## config.mk

```make
export PLATFORM = sky130hd
export DESIGN_NAME = pe_sequencer
export DESIGN_NICKNAME = d
export VERILOG_FILES = /design/src/rtl/pe_sequencer.sv
export SDC_FILE = /design/constraint.sdc
export NUM_CORES = 1
export LEC_CHECK = 0
export BUFFER_PORTS_ARGS = -buffer_cell sky130_fd_sc_hd__buf_2
export CAP_MARGIN = 5
export CORE_UTILIZATION = 50
export DETAILED_ROUTE_END_ITERATION = 16
export PLACE_DENSITY = 0.73
export SLEW_MARGIN = 40
export SYNTH_ARGS = -nofsm -noshare
export SYNTH_HDL_FRONTEND = slang
export SYNTH_SLANG_ARGS = --single-unit
export TNS_END_PERCENT = 1
```

## constraint.sdc

```tcl
create_clock -name clk -period 5.6 [get_ports clk]
set_input_delay 1.12 -clock clk [delete_from_list [all_inputs] [get_ports clk]]
set_output_delay 1.12 -clock clk [all_outputs]
set_load 0.005 [all_outputs]
```

## src/rtl/pe_sequencer.sv

```systemverilog
// pe_sequencer: per-tile PE control FSM (clear, filter load, pixel stream, drain), enables and pipeline delay line
module pe_sequencer #(
  parameter int ADDR_W = 8,
  parameter int K = 3,
  parameter int PIPE_LAT = 3
) (
  input  logic              clk,
  input  logic              rst,
  input  logic              start,
  input  logic [ADDR_W-1:0] row_length,
  input  logic [ADDR_W-1:0] num_rows,
  input  logic              final_bank_in,
  input  logic              pool_en_cfg,
  input  logic [2:0]        nl_type_cfg,
  input  logic              in_valid,
  output logic              in_ready,
  output logic              line_buffer_reset,
  output logic              shifting_filter,
  output logic              shifting_line,
  output logic [ADDR_W-1:0] row_length_o,
  output logic              mac_enable,
  output logic              adder_enable,
  output logic              nl_enable,
  output logic [2:0]        nl_type,
  output logic              pool_enable,
  output logic              shifting_line_pool,
  output logic              line_buffer_reset_pool,
  output logic [ADDR_W-1:0] row_length_pool,
  output logic              final_filter_bank,
  output logic              out_valid,
  output logic              busy,
  output logic              done,
  output logic              cfg_err
);
  localparam logic [ADDR_W-1:0] KW = ADDR_W'(K);
  localparam logic [ADDR_W-1:0] KM1 = ADDR_W'(K - 1);
  localparam logic [ADDR_W-1:0] KK = ADDR_W'(K * K);
  localparam logic [ADDR_W-1:0] LAT = ADDR_W'(PIPE_LAT);
  typedef enum logic [2:0] {IDLE, CLR, LD_FILT, STREAM, DRAIN, DONE} state_t;
  state_t state, next;
  logic [ADDR_W-1:0] cnt, col, row, rows_r;
  logic [PIPE_LAT-1:0] dl;
  logic pool_cfg_r, beat, bad, col_end, last_px, launch;
  always_comb begin
    in_ready = state == LD_FILT || state == STREAM;
    beat = in_valid && in_ready;
    bad = row_length < KW || num_rows < KW;
    launch = state == IDLE && start && !bad;
    line_buffer_reset = state == CLR;
    line_buffer_reset_pool = state == CLR;
    shifting_filter = beat && state == LD_FILT;
    shifting_line = beat && state == STREAM;
    mac_enable = shifting_line && col >= KM1 && row >= KM1;
    col_end = col == row_length_o - ADDR_W'(1);
    last_px = col_end && row == rows_r - ADDR_W'(1);
    pool_enable = (state == STREAM || state == DRAIN) && final_filter_bank && pool_cfg_r;
    busy = state != IDLE;
    done = state == DONE;
    next = state;
    case (state)
      IDLE:    next = launch ? CLR : IDLE;
      CLR:     next = LD_FILT;
      LD_FILT: next = shifting_filter && cnt == KK - ADDR_W'(1) ? STREAM : LD_FILT;
      STREAM:  next = shifting_line && last_px ? DRAIN : STREAM;
      DRAIN:   next = cnt == LAT - ADDR_W'(1) ? DONE : DRAIN;
      default: next = IDLE;
    endcase
  end
  // dl[i] is mac_enable delayed by i+1 cycles; it runs freely through stalls
  assign adder_enable = dl[0];
  assign nl_enable = dl[1] && final_filter_bank;
  assign out_valid = dl[PIPE_LAT-1];
  assign shifting_line_pool = nl_enable && pool_enable;
  always_ff @(posedge clk)
    if (rst) state <= IDLE;
    else state <= next;
  always_ff @(posedge clk) begin
    if (rst) begin
      {cnt, col, row, rows_r, row_length_o, row_length_pool} <= '0;
      {dl, pool_cfg_r, final_filter_bank, nl_type, cfg_err} <= '0;
    end else begin
      dl <= {dl[PIPE_LAT-2:0], mac_enable};
      cfg_err <= state == IDLE && start && bad;
      // cnt counts filter beats in LD_FILT and cycles in DRAIN; cleared on every state change
      cnt <= next != state ? '0 : cnt + ADDR_W'(state == LD_FILT ? beat : state == DRAIN);
      if (launch) begin
        row_length_o <= row_length;
        row_length_pool <= row_length - KM1;
        rows_r <= num_rows;
        final_filter_bank <= final_bank_in;
        pool_cfg_r <= pool_en_cfg;
        nl_type <= nl_type_cfg;
        col <= '0;
        row <= '0;
      end else if (shifting_line) begin
        col <= col_end ? '0 : col + ADDR_W'(1);
        row <= row + ADDR_W'(col_end);
      end
    end
  end
endmodule

```

=== After elaboration in Yosys (flattened, before gate mapping) ===
Cells that the tools add are included.

* $lt $le $gt $ge: 4
* Reduce and logical (&&, ||, !) cells: 23
* Mux-type cells: 7
* Add/subtract/negate cells: 6
* Eq/ne operators: 10

{| class="wikitable"
|+ Operators by type and width
! kind !! number
|-
| adder 8 x 1 -> 8 bit || 2
|-
| == test 8 bit || 2
|-
| greater-or-equal comparator 8 x 2 -> 1 bit (second input constant) || 2
|-
| less-than comparator 8 x 2 -> 1 bit (second input constant) || 2
|-
| subtractor 8 x 1 -> 8 bit (second input constant) || 2
|-
| logical AND 1 bit || 15
|-
| case mux 3 bit (5 select lines) || 1
|-
| adder 8 x 1 -> 8 bit (second input constant) || 1
|-
| == test 8 x 2 -> 1 bit (second input constant) || 1
|-
| == test 8 x 4 -> 1 bit (second input constant) || 1
|-
| two-way mux 8 bit || 1
|-
| subtractor 8 x 2 -> 8 bit (second input constant) || 1
|-
| == test 3 x 2 -> 1 bit (second input constant) || 2
|-
| == test 3 bit (second input constant) || 2
|-
| two-way mux 1 bit || 4
|-
| OR reduction 2 bit || 2
|-
| == test 3 x 1 -> 1 bit (second input constant) || 1
|-
| zero test 3 bit || 1
|-
| logical OR 1 bit || 3
|-
| two-way mux 3 bit || 1
|-
| != test 3 bit || 1
|-
| nonzero test 3 bit || 1
|-
| zero test 1 bit || 1
|}

* Bits in registers: 60
* Word-level logic and storage cells: 62

=== Logic depth before layout (Yosys ltp) ===
Gate-level depths: netlist (run 1).

* Depth after elaboration: 9
* Depth in mapped cells: 12
* Gate-level depth less buffers: 12

=== Least setup slack after synthesis (run 1) ===
Ideal clock, no wire load.

* Kind: flip-flop to flip-flop
* From: reg row_length_o[0]
* To: reg row[6]
* Arrival: 2758 ps
* Path buffers: 0
* Stages on the path, launching flop included: 13
* Clock period less this slack: 2828 ps
* Slack: 2772 ps
* Cell sequence: dfxtp_1 -> inv_1 -> ha_1 -> nor3b_1 -> xor2_1 -> or3_1 -> o21a_1 -> nor4_1 -> ha_1 -> ha_1 -> nand2_1 -> or3_1 -> a21oi_1

* Cells in the longest elaborated chain, start to end: 3

{| class="wikitable"
|+ Ends and longest elaborated chain
! item !! line !! text
|-
| start: declaration || 20 || <nowiki>output logic [ADDR_W-1:0] row_length_o,</nowiki>
|-
| start signal: assignment || 87 || <nowiki>row_length_o <= row_length;</nowiki>
|-
| subtractor 8 x 1 -> 8 bit || 54 || <nowiki>col_end = col == row_length_o - ADDR_W'(1);</nowiki>
|-
| == test 8 bit || 54 ||
|-
| adder 8 x 1 -> 8 bit || 97 || <nowiki>row <= row + ADDR_W'(col_end);</nowiki>
|-
| end signal: assignment || 97 ||
|-
| end: declaration || 41 || <nowiki>logic [ADDR_W-1:0] cnt, col, row, rows_r;</nowiki>
|}

Every way passes these cells.
A chain may end at the register's enable or synchronous reset.

=== Worst setup path in the final report (run 1) ===
* From: in in_valid
* To: out mac_enable

* Cells in the longest elaborated chain, start to end: 4

{| class="wikitable"
|+ Ends and longest elaborated chain
! item !! line !! text
|-
| start: declaration || 15 || <nowiki>input logic in_valid,</nowiki>
|-
| logical AND 1 bit || 46 || <nowiki>beat = in_valid && in_ready;</nowiki>
|-
| logical AND 1 bit || 52 || <nowiki>shifting_line = beat && state == STREAM;</nowiki>
|-
| logical AND 1 bit (2 in series) || 53 || <nowiki>mac_enable = shifting_line && col >= KM1 && row >= KM1;</nowiki>
|-
| end: declaration || 21 || <nowiki>output logic mac_enable,</nowiki>
|}

Every way passes these cells.

==> run metrics, run 1 <==
status=finished clean; DRT iter0 DRCs=117; row count=27; minimum clock period=3490 ps; slew margin rel.=56.1%; syn_nets=405; CP max-delay cell=inv_1; Tcrit/Tclk final=62.3%; GP Congestion=0.843; share of cells above drive strength 1=19.6%; DRT Pass-1 Iters=4; Mapped Cells=371; Pwr Density=262 nW/µm²; Die ar.=6380 µm²; Reg clk slew, reported paths=60 ps; Arr. time, crit path=2370 ps; area growth from synthesis to layout=16.6%; gr usage total=22.9%; clk_skew=6.56 ps; PortBufs=58; Pwr Total=0.000927 W; placed insts=485; most used cell along the critical path=buf_2; GR Overflow Total=0; largest net degree at the start of global routing=36; post-synth cell types=49; CTS max path bufs=2; clock sink count=59; part of the Yosys area used for sequential elements=39.0%; WL/cell=13.5 µm; quantity of gates resized following cts=0; critical path class=in -> out; ANT nets after route=0; drc violations=0; f_max=287 MHz; crit path max fanout=14; worst slew pin tran=659 ps; DR vias=2731; endpoint type of the worst setup path=primary output; ys async rst share=0%; initial antenna violation count=0; Clock Tree Root=clkbuf_8; Worst VDD drop=162 µV; Synth Area per Inst=8.17 µm²; first-pass GRT wire length=11300 µm; Mapped Area=3030 µm²; dpl hpwl=4950 µm; Buffers & Inverters on Critical Path=3; Max Cap Violations=0; total CTS buffers=9; CTS tree=yes; Final TNS setup=0 ps; Worst Hold Class=reg -> reg; H-tree depth=3; Yosys Warn Count=0; number of synthesized flops with an enable pin=0; Die Ht=79.9 µm; Clock Latency Late Sink=330 ps; Static Leak=1.47 nW; unrepaired setup endpoints after global routing=false; diode count=0; Cell Chain, Critical Path=buf_2 > nand3_1 > inv_1 > nand2_1 > a21oi_1 > buf_2; Crit path max-delay family=buffers and inverters; WP data required=4480 ps; endpoints failing setup=0; area of the multi-input gates=1750 µm²; Hold-fix buffers, CTS=0; Ports=59; post-synthesis register bit count=59; Finished Layout Cells=500; post-CTS setup buffers=0; fill cell count=512; vias in the first global route=2475; CP startpoint kind=input pin; chip width=79.9 µm; core footprint=5680 µm²; routed vias/inst=5.46; starting density of the core=53.4%; Total Wirelength=6770 µm; ys flop type=dfxtp_1; Pins Over Slew Limit=0; endpoints failing hold=0; FF+latch area=1180 µm²; Largest stage delay, worst path=420 ps; Nets=458
[area by class of cell]
class,instances,area share [%]
multi-input cells,281,49.6
flip-flops and latches,59,33.4
repair buffers,59,8.42
clock buffers,12,4.11
well taps,72,2.55
inverters,14,1.49
clock inverters,3,0.425
[worst paths after layout]
check / start / end / slack [ps] / cells after the start
min reg2reg: pool_cfg_r / pool_cfg_r / 450 / 2
max reg2reg: row_length_o[0] / row[6] / 2290 / 12
min: pool_cfg_r / pool_cfg_r / 450 / 2
max: in_valid / mac_enable / 2110 / 6
[worst register-to-register path, cell delays in order (launching register included)]
cell and delay, ps:
dfxtp_1 390, inv_1 90, ha_1 190, nor3b_1 510, xor2_1 130, or3_1 370
o21a_1 200, nor4_1 360, ha_1 260, ha_1 210, nand2_1 70, or3_1 310
a21oi_1 140
[power breakdown]
group / internal (W) / switching (W) / leakage, nW
sequential: 0.000437 / 0.0000185 / 0.480
combinational: 0.0000617 / 0.0000844 / 0.908
clock: 0.000168 / 0.000157 / 0.0860
total: 0.000667 / 0.000260 / 1.47
[logic make-up after synthesis]
logic type      count (synthesis)  share of synthesized area, %
simple gates                  169                          27.3
compound gates                 62                          14.1
flops                          59                          39.0
xor+xnor                       41                          11.8
buf+inv                        31                          4.09
fa+ha+maj                       9                          3.71
[metrics by stage]
stage                     setup slack [ps]  hold WS, ps  cell area [µm²]  util, %
after floorplan                       2770          437             3030        -
after global placement                1680          439             3360     59.2
after global routing                  2000          482             3530     62.3
after CTS                             1910          457             3520     62.0
after detailed placement              1540          448             3360     59.2
final                                 2110          455             3530     62.3
[cell usage after synthesis, types with 2 or more instances]
master	count	share of area, %
dfxtp_1	59	39
nand2_1	59	7.3
nor2_1	31	3.8
a21oi_1	30	5.0
xor2_1	27	7.8
nor3_1	19	3.1
clkbuf_1	14	1.7
inv_1	14	1.7
xnor2_1	14	4.0
nand3_1	12	2.0
ha_1	9	3.7
nand2b_1	9	1.9
nor4_1	9	1.9
a211oi_1	8	2.0
nand4_1	6	1.2
and3_1	4	0.83
o21ai_0	4	0.66
or3_1	4	0.83
and2_1	3	0.62
nor2b_1	3	0.62
a32oi_1	2	0.58
buf_4	2	0.50
nor2_2	2	0.41
o211ai_1	2	0.50
[sequential cells by signal, indices dropped and copies added (netlist names)]
name               count
cfg_err                1
cnt                    8
col                    8
dl                     3
final_filter_bank      1
nl_type                3
pool_cfg_r             1
row                    8
row_length_o           8
row_length_pool        7
rows_r                 8
state                  3
[layout by cell type, fill, tap and decap left out, drive strengths merged, types with 4 or more instances in the layout]
cell | netlist | routed
a211oi | 8 | 8
a21oi | 31 | 31
and3 | 4 | 4
buf | 3 | 59
clkbuf | 14 | 12
dfxtp | 59 | 59
ha | 9 | 9
inv | 14 | 14
nand2 | 59 | 59
nand2b | 9 | 9
nand3 | 12 | 12
nand4 | 6 | 6
nor2 | 33 | 33
nor3 | 19 | 19
nor4 | 9 | 9
o21ai | 4 | 4
or3 | 5 | 5
xnor2 | 14 | 14
xor2 | 27 | 27
[routing by layer]
metal  part of all wire, %  vias up  routed length, µm  global-route usage (%)
li1                      -     1392                  -                       -
met1                    48     1264               3280                    29.5
met2                    46       71               3140                    36.8
met3                   4.5        4                305                    5.14
met4                  0.66        0                 45                    9.29
met5                     0        -                  0                       0
No activity file was read; power rests on OpenSTA's default activity.
==> run 2, diff against run 1 <==
==> constraint.sdc (replaced) <==
create_clock -name clk -period 3.42 [get_ports clk]
set_input_delay 0.684 -clock clk [delete_from_list [all_inputs] [get_ports clk]]
set_output_delay 0.684 -clock clk [all_outputs]
set_load 0.005 [all_outputs]
==> run metrics, run 2 (same netlist as run 1, synthesis figures left out) <==
Clock power frac=42.9%; diode count=0; DRT iter0 DRCs=104; CP startpoint kind=flip-flop; Tcrit/Tclk final=88.3%; post-CTS setup buffers=0; dpl hpwl=4920 µm; Total Wirelength=6910 µm; crit path max fanout=7; Static Leak=1.53 nW; Clock Tree Root=clkbuf_8; initial antenna violation count=0; vias in the first global route=2581; minimum clock period=3020 ps; Pins Over Slew Limit=0; clk_skew=9.35 ps; Die Ht=79.9 µm; commonest cells after routing, fill and taps aside=nand2_1, dfxtp_1, buf_2; starting density of the core=53.4%; Cell Chain, Critical Path=inv_1 > ha_1 > nor3b_2 > xor2_1 > or3_1 > o21a_1 > nor4_1 > ha_1 > ha_1 > nand2_1 > or3_1 > a21oi_1; first-pass GRT wire length=11400 µm; Pwr Density=477 nW/µm²; GR Overflow Total=0; gr usage total=23.3%; Worst VDD drop=413 µV; CTS max path bufs=2; worst slew pin tran=633 ps; WP data required=3670 ps; CP max-delay cell=dfxtp_1; Reg clk slew, reported paths=70 ps; P_int=0.00129 W; total CTS buffers=9; PortBufs=58; share of cells above drive strength 1=20.3%; row count=27; GP Congestion=0.833; Clock Latency Late Sink=340 ps; Ports=59; endpoints failing hold=0; Nets=462; post-layout worst setup margin=400 ps; area growth from synthesis to layout=19.8%; Arr. time, crit path=3270 ps; status=finished clean; drc violations=0; DR vias=2758; CTS tree=yes; ANT nets after route=0; most used cell along the critical path=ha_1; DRT Pass-1 Iters=4; Reg power frac=43.1%; Max Cap Violations=0; Largest stage delay, worst path=450 ps; endpoint type of the worst setup path=flip-flop; f_max=331 MHz; critical path class=reg -> reg; routed vias/inst=5.46; core footprint=5680 µm²; endpoints failing setup=0; fill cell count=524; WL/cell=13.7 µm; chip width=79.9 µm; unrepaired setup endpoints after global routing=false; sw frac=25.5%; logic gate share of total power=14.1%; Switch Pwr=0.000442 W; Worst Hold Class=reg -> reg; dpl ws=269 ps; H-tree depth=3; slew margin rel.=57.4%; Final TNS setup=0 ps; Die ar.=6380 µm²; largest net degree at the start of global routing=36; clock sink count=59
-- run 2: critical path: cells and delay by family (launching register included) --
kind                     cells  cell delay (ps)
AND/OR/NAND/NOR              5             1260
AO/OA/AOI/OAI                2              330
adder cells (fa/ha/maj)      3              690
XOR/XNOR                     1              150
buffers and inverters        1               80
flip-flops                   1              450
-- run 2: path summary, 6_finish.rpt --
| check | start | to | slack (ps) | cells after the start |
|---|---|---|---|---|
| max | row_length_o[0] | row[6] | 400 | 12 |
| min | nl_type[2] | nl_type[2] | 450 | 2 |
| max reg2reg | row_length_o[0] | row[6] | 400 | 12 |
| min reg2reg | nl_type[2] | nl_type[2] | 450 | 2 |
-- run 2: routing by layer --
metal | global-route usage (%) | up-vias | wire length (µm)
met5 | 0 | - | 0
met4 | 10.9 | 0 | 139
met3 | 7.66 | 15 | 387
met2 | 38.9 | 72 | 3180
met1 | 26.9 | 1272 | 3210
li1 | - | 1399 | -
-- run 2: cell type report --
cell class	instances	area, µm²	area share (%)
Multi-Input combinational cell	281	1740	48.0
Sequential cell	59	1180	32.5
Clock buffer	13	169	4.65
Clock inverter	3	68.8	1.89
Timing Repair Buffer	63	328	9.03
Inverter	14	52.6	1.45
Tap cell	72	90.1	2.48
-- run 2: metrics by stage --
step | util [%] | hold slack [ps] | power (W) | std cells | cell area [µm²]
final | 64.0 | 451 | 0.00173 | 505 | 3630
after global routing | 64.0 | 475 | 0.00181 | 505 | 3630
after CTS | 63.9 | 454 | 0.00175 | 505 | 3630
after detailed placement | 59.7 | 444 | 0.00100 | 489 | 3390
after global placement | 59.7 | 441 | 0.000997 | 489 | 3390
after floorplan | - | 437 | 0.000922 | 371 | 3030
-- run 2: what timing repair did --
| item | 4_1_cts | 5_1_grt |
|---|---|---|
| setup endpoints to repair | 0 | 1 |
| hold buffers | 0 | 0 |
| gates resized for setup | 0 | 1 |
-- run 2: power by group through the flow --
| stage | clock, W | sequential [W] | combinational, W |
|---|---|---|---|
| floorplan | 0 | 0.000755 | 0.000167 |
| global placement | 0 | 0.000760 | 0.000237 |
| detailed placement | 0 | 0.000761 | 0.000242 |
| CTS | 0.000758 | 0.000745 | 0.000244 |
| global route | 0.000788 | 0.000751 | 0.000274 |
| finish | 0.000744 | 0.000746 | 0.000244 |
==> run 3, diff against run 2 <==
--- a/config.mk
+++ b/config.mk
@@ -7,9 +7,11 @@
 export LEC_CHECK = 0
 export BUFFER_PORTS_ARGS = -buffer_cell sky130_fd_sc_hd__buf_2
 export CAP_MARGIN = 5
-export CORE_UTILIZATION = 50
+export CORE_UTILIZATION = 55
 export DETAILED_ROUTE_END_ITERATION = 16
-export PLACE_DENSITY = 0.73
+export PLACE_DENSITY = 0.8
+export REMOVE_ABC_BUFFERS = 1
+export SETUP_SLACK_MARGIN = 0.4
 export SLEW_MARGIN = 40
 export SYNTH_ARGS = -nofsm -noshare
 export SYNTH_HDL_FRONTEND = slang
==> run metrics, run 3 (same netlist as run 1, synthesis figures left out) <==
worst slew pin tran=672 ps; ANT nets after route=0; PortBufs=58; Clock power frac=36.4%; max layer used=met4; Die ar.=5810 µm²; Critical Path Source=row_length_o[0]; Critical R2R Launch=row_length_o[0]; diode count=0; endpoint type of the worst setup path=flip-flop; crit path max fanout=7; WL met1=3140 µm; clock sink count=59; post-placement cell area=3380 µm²; clk_skew=9.31 ps; Worst Hold Class=reg -> reg; fill cell count=416; largest net degree at the start of global routing=35; CTS max path bufs=2; logic gate share of total power=16.3%; P_int=0.00114 W; starting density of the core=58.2%; Tcrit/Tclk final=83.7%; share of cells above drive strength 1=22.2%; placed insts=486; area of the multi-input gates=1790 µm²; Arr. time, crit path=3110 ps; GR Overflow Total=0; gr usage total=26.8%; first-pass GRT wire length=12400 µm; f_max=350 MHz; Final Core Density=69.6%; GP Congestion=0.847; total CTS buffers=9; Final TNS setup=0 ps; chip width=76.2 µm; drc violations=0; reg2reg end=row[6]; core footprint=5200 µm²; commonest cells after routing, fill and taps aside=nand2_1, dfxtp_1, buf_2; vias in the first global route=2647; dpl ws=125 ps; critical path class=reg -> reg; WL/cell=14.4 µm; Switch Pwr=0.000440 W; most common cell after layout, fill and taps aside=nand2_1; Reg power frac=47.2%; DRT Pass-1 Iters=5; routed vias/inst=5.63; Critical path destination=row[6]; sw frac=27.8%; Reg clk slew, reported paths=70 ps; H-tree depth=3; Clock Tree Root=clkbuf_8; Ports=59; CP startpoint kind=flip-flop; Nets=462; DR vias=2828; worst reg2reg path depth=12; Pins Over Slew Limit=0; met2 wire len=3600 µm; Pwr Density=437 nW/µm²; Hold-fix buffers, CTS=0; CTS tree=yes; DRT iter0 DRCs=241; row count=26; Total Wirelength=7240 µm; endpoints failing setup=0; Finished Layout Cells=502; initial antenna violation count=0; status=finished clean; slew margin rel.=54.8%; unrepaired setup endpoints after global routing=true; Worst VDD drop=311 µV; Die Ht=76.2 µm; Final Cell Area=3620 µm²; dpl hpwl=5210 µm; area growth from synthesis to layout=19.4%; endpoints failing hold=0; Clock Latency Late Sink=340 ps; Met3 Wirelength=383 µm; minimum clock period=2860 ps; Static Leak=1.50 nW; Max Cap Violations=0; FF+latch area=1180 µm²; R2R setup slack=560 ps; post-layout worst setup margin=559 ps; WP data required=3670 ps
## run 3: cell count changes in the layout (fill, tap and decap cells not counted), sizes merged
cell / delta
bufinv: -2
clkinv: +1
clkinvlp: +1
inv: -1
## run 3: power groups by stage
stage | logic, W | clock network, W | registers (W)
6_report | 0.000258 | 0.000577 | 0.000748
5_1_grt | 0.000288 | 0.000619 | 0.000752
4_1_cts | 0.000250 | 0.000586 | 0.000747
3_5_place_dp | 0.000245 | 0 | 0.000760
3_3_place_gp | 0.000236 | 0 | 0.000759
2_1_floorplan | 0.000153 | 0 | 0.000757
## run 3: worst min-delay path by stage
stage	from	end	slack, ps	depth (start not counted)
2_1_floorplan	pool_cfg_r	pool_cfg_r	430	2
4_1_cts	nl_type[1]	nl_type[1]	450	2
5_1_grt	pool_cfg_r	pool_cfg_r	490	2
3_5_place_dp	nl_type[1]	nl_type[1]	440	2
3_3_place_gp	nl_type[1]	nl_type[1]	440	2
6_report	nl_type[2]	nl_type[2]	450	2
## run 3: timing repair
item	in CTS	in global routing
gates resized for setup	4	9
buffers inserted	0	1
endpoints found under the setup margin	5	6
pin swaps	0	2
## run 3: stage by stage
stage / total power (W) / hold slack (ps)
after global placement: 0.000995 / 439
after detailed placement: 0.00101 / 443
final: 0.00158 / 450
after CTS: 0.00158 / 451
after global routing: 0.00166 / 491
after floorplan: 0.000910 / 431
## run 3: per-layer routing
metal,up-vias,global-route usage (%)
met1,1314,33.6
met2,104,43.8
met3,10,5.87
li1,1400,-
met5,-,0
met4,0,12.1
## run 3: cell type report
type                            count  area share, %
Clock inverter                      2          0.276
Tap cell                           70           2.42
Timing Repair Buffer               63           9.05
Clock buffer                       13           4.66
Sequential cell                    59           32.7
Multi-Input combinational cell    281           49.4
Inverter                           14           1.55
## run 3: critical path, cell delays in order, from the launching register on
cell     delay, ps
dfxtp_2        360
inv_1           80
ha_2           210
nor3b_4        270
xor2_1         100
or3_1          370
o21a_4         160
nor4_4         260
ha_2           230
ha_2           180
nand2_1         70
or3_1          320
a21oi_1        150
